===== config.mk =====
export PLATFORM = sky130hd
export DESIGN_NAME = seq_divider
export DESIGN_NICKNAME = d
export VERILOG_FILES = /design/src/rtl/seq_divider_pkg.sv /design/src/rtl/seq_divider_ripple_subtractor.sv /design/src/rtl/seq_divider.sv
export SDC_FILE = /design/constraint.sdc
export NUM_CORES = 1
export LEC_CHECK = 0
export BUFFER_PORTS_ARGS = -buffer_cell sky130_fd_sc_hd__buf_2
export CAP_MARGIN = 25
export CORE_ASPECT_RATIO = 1.5
export CORE_UTILIZATION = 45
export DETAILED_ROUTE_END_ITERATION = 8
export PLACE_DENSITY = 0.67
export SYNTH_ARGS = -nofsm -noshare
export SYNTH_HDL_FRONTEND = slang
export SYNTH_SLANG_ARGS = --single-unit

===== constraint.sdc =====
create_clock -name clk -period 6.3 [get_ports clk]
set_input_delay 0.945 -clock clk [delete_from_list [all_inputs] [get_ports clk]]
set_output_delay 0.945 -clock clk [all_outputs]
set_load 0.01 [all_outputs]

===== src/rtl/seq_divider_pkg.sv =====
// Shared definitions for the sequential restoring divider.
//   state_t         : FSM state encoding (idle / iterating / result pulse)
//   MaxWidth        : widest operand the zero-divisor constant supports
//   ZeroDivQuotient : quotient reported for a zero divisor (all ones),
//                     sliced down to the operand width by the user
package seq_divider_pkg;

    typedef enum logic [1:0] {
        StIdle = 2'b00,
        StRun  = 2'b01,
        StDone = 2'b10
    } state_t;

    localparam int unsigned MaxWidth = 64;

    localparam logic [MaxWidth-1:0] ZeroDivQuotient = '1;

endpackage


===== src/rtl/seq_divider_ripple_subtractor.sv =====
// Combinational ripple subtractor built from a chain of full-adder cells.
// Computes a - b as a + ~b + 1.
//   a, b      : WIDTH-bit unsigned operands
//   diff      : WIDTH-bit difference (modulo 2**WIDTH)
//   no_borrow : final carry-out; 1 when a >= b
module ripple_subtractor #(
    parameter int unsigned WIDTH = 5
) (
    input  logic [WIDTH-1:0] a,
    input  logic [WIDTH-1:0] b,
    output logic [WIDTH-1:0] diff,
    output logic             no_borrow
);

    logic [WIDTH:0]   carry;
    logic [WIDTH-1:0] b_inv;

    assign b_inv    = ~b;
    assign carry[0] = 1'b1;

    for (genvar i = 0; i < WIDTH; i++) begin : g_fa
        assign diff[i]      = a[i] ^ b_inv[i] ^ carry[i];
        assign carry[i + 1] = (a[i] & b_inv[i]) | (carry[i] & (a[i] ^ b_inv[i]));
    end

    assign no_borrow = carry[WIDTH];

endmodule


===== src/rtl/seq_divider.sv =====
// Multi-cycle unsigned restoring divider, one quotient bit per clock.
//   clk, rst_n          : clock and synchronous active-low reset
//   start               : request a division (ignored while busy)
//   dividend, divisor   : operands, captured on an accepted start
//   busy                : high while iterating
//   done                : one-cycle pulse when the result is valid
//   quotient, remainder : registered result, updated only on entry to done
//   div_by_zero         : set with done when the captured divisor was 0
module seq_divider
    import seq_divider_pkg::*;
#(
    parameter int unsigned WIDTH = 4
) (
    input  logic             clk,
    input  logic             rst_n,
    input  logic             start,
    input  logic [WIDTH-1:0] dividend,
    input  logic [WIDTH-1:0] divisor,
    output logic             busy,
    output logic             done,
    output logic [WIDTH-1:0] quotient,
    output logic [WIDTH-1:0] remainder,
    output logic             div_by_zero
);

    localparam int unsigned CntW = $clog2(WIDTH + 1);

    state_t           state_q, state_d;
    logic [CntW-1:0]  cnt_q, cnt_d;
    logic [WIDTH:0]   rem_q, rem_d;
    logic [WIDTH:0]   dvs_q, dvs_d;
    logic [WIDTH-1:0] quo_q, quo_d;
    logic [WIDTH-1:0] quotient_q, quotient_d;
    logic [WIDTH-1:0] remainder_q, remainder_d;
    logic             dbz_q, dbz_d;

    logic [WIDTH:0]   shifted;
    logic [WIDTH:0]   trial;
    logic             no_borrow;
    logic [WIDTH-1:0] quo_shifted;
    logic             unused_rem_msb;

    // The partial remainder stays below the divisor, so its MSB is always
    // zero before the shift and only the low WIDTH bits feed the next step.
    assign shifted        = {rem_q[WIDTH-1:0], quo_q[WIDTH-1]};
    assign quo_shifted    = quo_q << 1;
    assign unused_rem_msb = rem_q[WIDTH];

    ripple_subtractor #(
        .WIDTH(WIDTH + 1)
    ) u_sub (
        .a        (shifted),
        .b        (dvs_q),
        .diff     (trial),
        .no_borrow(no_borrow)
    );

    always_comb begin
        state_d     = state_q;
        cnt_d       = cnt_q;
        rem_d       = rem_q;
        dvs_d       = dvs_q;
        quo_d       = quo_q;
        quotient_d  = quotient_q;
        remainder_d = remainder_q;
        dbz_d       = dbz_q;

        unique case (state_q)
            StIdle, StDone: begin
                if (state_q == StDone) begin
                    state_d = StIdle;
                end
                if (start) begin
                    quo_d = dividend;
                    rem_d = '0;
                    dvs_d = {1'b0, divisor};
                    cnt_d = CntW'(WIDTH);
                    if (divisor == '0) begin
                        state_d     = StDone;
                        quotient_d  = ZeroDivQuotient[WIDTH-1:0];
                        remainder_d = dividend;
                        dbz_d       = 1'b1;
                    end else begin
                        state_d = StRun;
                        dbz_d   = 1'b0;
                    end
                end
            end
            StRun: begin
                // Restoring step: keep the trial only when it did not borrow.
                rem_d = no_borrow ? trial : shifted;
                quo_d = quo_shifted | WIDTH'(no_borrow);
                cnt_d = cnt_q - CntW'(1);
                if (cnt_q == CntW'(1)) begin
                    state_d     = StDone;
                    quotient_d  = quo_d;
                    remainder_d = rem_d[WIDTH-1:0];
                end
            end
            default: begin
                state_d = StIdle;
            end
        endcase
    end

    always_ff @(posedge clk) begin
        if (!rst_n) begin
            state_q     <= StIdle;
            cnt_q       <= '0;
            rem_q       <= '0;
            dvs_q       <= '0;
            quo_q       <= '0;
            quotient_q  <= '0;
            remainder_q <= '0;
            dbz_q       <= 1'b0;
        end else begin
            state_q     <= state_d;
            cnt_q       <= cnt_d;
            rem_q       <= rem_d;
            dvs_q       <= dvs_d;
            quo_q       <= quo_d;
            quotient_q  <= quotient_d;
            remainder_q <= remainder_d;
            dbz_q       <= dbz_d;
        end
    end

    assign busy        = (state_q == StRun);
    assign done        = (state_q == StDone);
    assign quotient    = quotient_q;
    assign remainder   = remainder_q;
    assign div_by_zero = dbz_q;

endmodule

Word level (Yosys, flattened, before mapping) --
Cells that the tools add are included.
Cells by class: $add $sub $neg 1, eq/ne operators 7, multiplexer cells 21, bitwise gates (word level) 25, reduce and logical (&&, ||, !) cells 8
Operators by type and width (count):
- 4-bit two-way mux | 9
- 4-bit one-hot mux with 2 select lines | 4
- 1-bit AND | 9
- 2-bit two-way mux | 4
- 1-bit XOR | 8
- 3-bit one-hot mux with 2 select lines | 1
- 2-bit AND reduction | 3
- 4-bit inverter with 5-bit output | 1
- 1-bit bitwise OR | 5
- 4-bit logical NOT | 1
- 2-bit inequality test, second input constant | 2
- 4-bit by 1-bit bitwise OR with 4-bit output | 1
- 2-bit one-hot mux with 2 select lines | 1
- 4-bit AND reduction | 1
- 3-bit by 1-bit equality test with 1-bit output, second input constant | 1
- 3-bit two-way mux | 1
- 3-bit inequality test, second input constant | 1
- 3-bit by 1-bit subtractor with 3-bit output, second input constant | 1
- 2-bit by 1-bit equality test with 1-bit output, second input constant | 1
- 2-bit equality test, second input constant | 1
- 2-bit logical NOT | 1
- 2-bit by 1-bit inequality test with 1-bit output, second input constant | 1
- 2-bit nonzero test | 1
- 2-bit OR reduction | 1
- other kinds (2) | 2
Word-level totals: bits in registers 26, bits of input ports 11, word-level logic and storage cells 70

Longest topological paths before layout --
depth after elaboration 14, mapped depth 12

By module --
Synthesis repeated with hierarchy kept, for this count alone.
Second synthesis, totals: cells, all modules 142, area, all modules 1298.7 µm²
Modules (own cells, without submodules):
- seq_divider | times used 1, cells each 126, area each 1164.9 µm²
- ripple_subtractor | times used 1, cells each 16, area each 133.9 µm²

Least setup slack after synthesis --
Ideal clock, no wire load.
path type flip-flop to flip-flop, from register quo_q[3], to register remainder_q[2] (netlist: remainder[2]), arrival 2106 ps, path slack 4071 ps, cell stages (with the launch flop) 13, path buffers 1, period minus slack after synthesis 2229 ps, cells stage by stage dfxtp_1 -> inv_1 -> ha_1 -> inv_1 -> fa_1 -> fa_1 -> inv_1 -> fa_1 -> nand2b_1 -> buf_2 -> mux2_2 -> nor2_1 -> o32ai_2
Between the ends: longest elaborated chain between the ends 13
Ends and longest elaborated chain:
- start: declaration | line seq_divider.sv:32 | logic [WIDTH-1:0] quo_q, quo_d;
- start signal: assignment | line seq_divider.sv:121 | quo_q <= quo_d;
- 1-bit AND or 1-bit XOR (tied branches) | line seq_divider_ripple_subtractor.sv:23 | assign carry[i + 1] = (a[i] & b_inv[i]) | (carry[i] & (a[i] ^ b_inv[i]));
- 1-bit bitwise OR * | line seq_divider_ripple_subtractor.sv:23
- 1-bit AND * | line seq_divider_ripple_subtractor.sv:23
- 1-bit bitwise OR * | line seq_divider_ripple_subtractor.sv:23
- 1-bit AND | line seq_divider_ripple_subtractor.sv:23
- 1-bit bitwise OR | line seq_divider_ripple_subtractor.sv:23
- 1-bit AND | line seq_divider_ripple_subtractor.sv:23
- 1-bit bitwise OR | line seq_divider_ripple_subtractor.sv:23
- 1-bit AND | line seq_divider_ripple_subtractor.sv:23
- 1-bit bitwise OR | line seq_divider_ripple_subtractor.sv:23
- 4-bit two-way mux * | line seq_divider.sv:91 | rem_d = no_borrow ? trial : shifted;
- 4-bit two-way mux * | line seq_divider.sv:94 | if (cnt_q == CntW'(1)) begin
- 4-bit one-hot mux with 2 select lines * | line seq_divider.sv:68 | unique case (state_q)
- end signal: assignment | line seq_divider.sv:123 | remainder_q <= remainder_d;
- end: declaration | line seq_divider.sv:34 | logic [WIDTH-1:0] remainder_q, remainder_d;
Mark *: on every way between the ends. The rest lies on a longest branch, timed or not. The select of a mux whose other input is x is not followed. A chain may end at the register's enable or synchronous reset.

Worst setup path in the final report --
from register quo_q[3], to register remainder_q[1] (netlist: remainder[1])
Between the ends: longest elaborated chain between the ends 13
Ends and longest elaborated chain (line):
- 1-bit AND or 1-bit XOR (tied branches) | seq_divider_ripple_subtractor.sv:23
- 1-bit bitwise OR * | seq_divider_ripple_subtractor.sv:23
- 1-bit AND | seq_divider_ripple_subtractor.sv:23
- 1-bit bitwise OR | seq_divider_ripple_subtractor.sv:23
- 1-bit AND | seq_divider_ripple_subtractor.sv:23
- 1-bit bitwise OR | seq_divider_ripple_subtractor.sv:23
- 1-bit AND | seq_divider_ripple_subtractor.sv:23
- 1-bit bitwise OR | seq_divider_ripple_subtractor.sv:23
- 1-bit AND | seq_divider_ripple_subtractor.sv:23
- 1-bit bitwise OR | seq_divider_ripple_subtractor.sv:23
- 4-bit two-way mux * | seq_divider.sv:91
- 4-bit two-way mux * | seq_divider.sv:94
- 4-bit one-hot mux with 2 select lines * | seq_divider.sv:68
Marks and branches as above.

==> metrics.txt <==
ant diodes=0; Buffers on Ports=21; largest net degree at the start of global routing=27; WL final=2480 um; Fillers=249; # Max-Cap Violations=0; vias=968; die width=44.8 um; fmax=400 MHz; Seq cells post-synth=26; H-tree lvl count=1; worst path arrival time=2720 ps; final worst-path cycle share=0.397; depth of the worst hold-timing path=2; synth top area cells=dfxtp_1, nand2_1, a21boi_1; Setup WS pre-CTS=3770 ps; sequential fraction of the synthesis area=0.421; Clock Sinks=26; CTS Root Cell=clkbuf_4; min Tclk post-route=2500 ps; Mean Syn Cell Area=9.29 um^2; post-synth top area share=0.421; first-pass GRT wire length=4310 um; netlist area before placement=1230 um^2; synth warn=0; area grow syn2layout=13.1%; mux share of post-synthesis cell area=0.0182; layout cell share with drive strength beyond 1=0.220; Synth Net Count=150; worst reg2reg setup slack=3800 ps; RD Place Congestion=0.796; CP Launch Type=flop; GRT overflow=0; Unique masters post-synth=29; Final Instance Area=1400 um^2; initial drt markers=24; Hold Path Class=reg2reg; post-synthesis adder-cell area fraction=0.0790; final setup violation count=0; hold_buf cts=0; clk buf depth=2; post-synth top area cell=dfxtp_1; unrepaired setup endpoints after global routing=false; Final ANT Viol Nets=0; leakage=0.619 nW; DIE HEIGHT=66.2 um; DRC violations left=0; Power Dens Cells=264 nW/um^2; Post-CTS Setup Bufs=0; CTS tree=done; reg-to-reg critical path endpoint=remainder[1]; Post-Synth XOR/XNOR Area=0.00709; CP Max Fanout=8; NumNets Final=168; initial antenna violation count=0; worst setup margin=3800 ps; clk slew on worst S/H paths=150 ps; Num CTS Buffers=3; Worst Min Path Start=rem_q[3]; per-cell routed wire length=13.3 um; Synth Area in Simple Gates=0.186; Fin Clk Skew=20.7 ps; Synth Area in Compound Gates=0.224; Top Ports=22; Slowest-stage cell, CP=fa_1; full die area=2960 um^2; Total Neg Setup Slack=0 ps; worst-margin pin slew=846 ps; final hold vios=0; fin util=0.551; Vias per Instance=5.20; Crit Path Class=reg2reg; Initial DRT Pass Iterations=4; Core ar.=2530 um^2; Hold Path End=rem_q[3]; Cells after Synth=133; slew margin rel.=0.435; worst-path cell chain=inv_1 -> ha_1 -> inv_1 -> fa_1 -> fa_1 -> inv_1 -> fa_1 -> nand2b_1 -> mux2_2 -> nor2_1 -> o32ai_2; Max stage delay on crit path=400 ps; post-DP HPWL=1830 um; CP endpoint kind=flop; largest family of logic cells by synthesized area=compound AO/OA/AOI/OAI gates; Initial Util=0.488; total power=369 uW; num rows=22; pins over their slew limit=0; Worst Path Required=6520 ps; Max VDD drop=0.166 mV; post-CTS sizing=0; status=completed; vias in the first global route=957; GRT Util Overall=0.196; R2R depth=11; Placed Area=1340 um^2; reg-to-reg critical path startpoint=quo_q[3]; clk_lat worst skew=330 ps
==> cell usage in the layout, fill, tap and decap left out, types with 3 or more instances in the layout <==
cell and instances:
o211a_1 3, o211ai_1 3, nand2_1 26, dfxtp_1 26, a21boi_1 9, nor2_1 7
nor2b_1 7, inv_1 9, nand2b_1 3, buf_2 21, ha_1 3, o221a_1 4
a22oi_1 3, fa_1 3, clkbuf_4 3
==> per-layer routing <==
metal / track usage / vias to the layer above / share of wire
met3: 0.0164 / 5 / 0.040
met2: 0.336 / 25 / 0.49
met4: 0.0909 / 0 / 0.019
met1: 0.241 / 453 / 0.45
li1: - / 485 / -
met5: 0 / - / 0
==> state kept, by name, summed over array words and instances (netlist names) <==
| register | cells |
|---|---|
| quo_q | 4 |
| cnt_q | 3 |
| dvs_q | 4 |
| div_by_zero | 1 |
| remainder | 4 |
| rem_q | 4 |
| state_q | 2 |
| quotient | 4 |
==> area by class of cell <==
class | count | area, um^2 | share of cell area
Clock buffer | 3 | 22.5 | 0.0161
Inverter | 10 | 37.5 | 0.0269
Clock inverter | 1 | 30.0 | 0.0215
Multi-Input combinational cell | 89 | 636 | 0.455
Tap cell | 36 | 45.0 | 0.0323
Sequential cell | 26 | 520 | 0.373
Timing Repair Buffer | 21 | 105 | 0.0753
==> worst max-delay path by stage <==
stage                     from            to  slack, ps  cells past startpoint
floorplan             quo_q[3]  remainder[2]       4070                     12
global placement         start  remainder[1]       3780                      5
detailed placement       start  remainder[2]       3770                      5
CTS                 state_q[1]          busy       3810                      3
global route          quo_q[3]  remainder[2]       3670                     11
finish                quo_q[3]  remainder[1]       3800                     11
==> cells by family (layout without fill, tap and decap cells) <==
logic type / Yosys count / count (layout)
compound gates: 32 / 32
xor+xnor: 1 / 1
fa+ha+maj: 6 / 6
buf+inv: 18 / 35
flops: 26 / 26
mux: 2 / 2
simple gates: 48 / 48
==> cells in the mapped netlist <==
cell type	count
dfxtp_1	26
nand2_1	26
a21boi_1	9
inv_1	9
nor2_1	7
nor2b_1	7
clkbuf_1	4
o221a_1	4
a22oi_1	3
buf_2	3
fa_1	3
ha_1	3
nand2b_1	3
o211a_1	3
o211ai_1	3
a21oi_1	2
a31oi_1	2
mux2_2	2
nand3_1	2
o21ai_1	2
o32ai_2	2
a22o_4	1
and2_1	1
buf_6	1
inv_2	1
nand2_2	1
nor4_4	1
o22ai_1	1
xor2_1	1
==> power by group <==
group | internal, mW | leakage (nW) | total [mW] | switching [mW]
clock network | 0.0644 | 0.0279 | 0.115 | 0.0508
registers | 0.176 | 0.213 | 0.184 | 0.00788
logic | 0.0284 | 0.378 | 0.0694 | 0.0410
total | 0.269 | 0.619 | 0.369 | 0.0997
==> per-stage QoR <==
stage / std cells / hold WS [ps]
5_1_grt: 186 / 505
2_1_floorplan: 133 / 430
3_5_place_dp: 182 / 440
6_report: 186 / 457
4_1_cts: 186 / 459
3_3_place_gp: 182 / 441
==> worst max-delay path: cells and delay by family, from the launching register on <==
family,cells,cell delay [ps]
adders and majority gates,4,1090
muxes,1,350
DFF,1,340
and+or+nand+nor,2,310
buffers and inverters,3,210
AOI/OAI and AO/OA,1,90
Note: power is estimated with default switching activity, not from simulation.
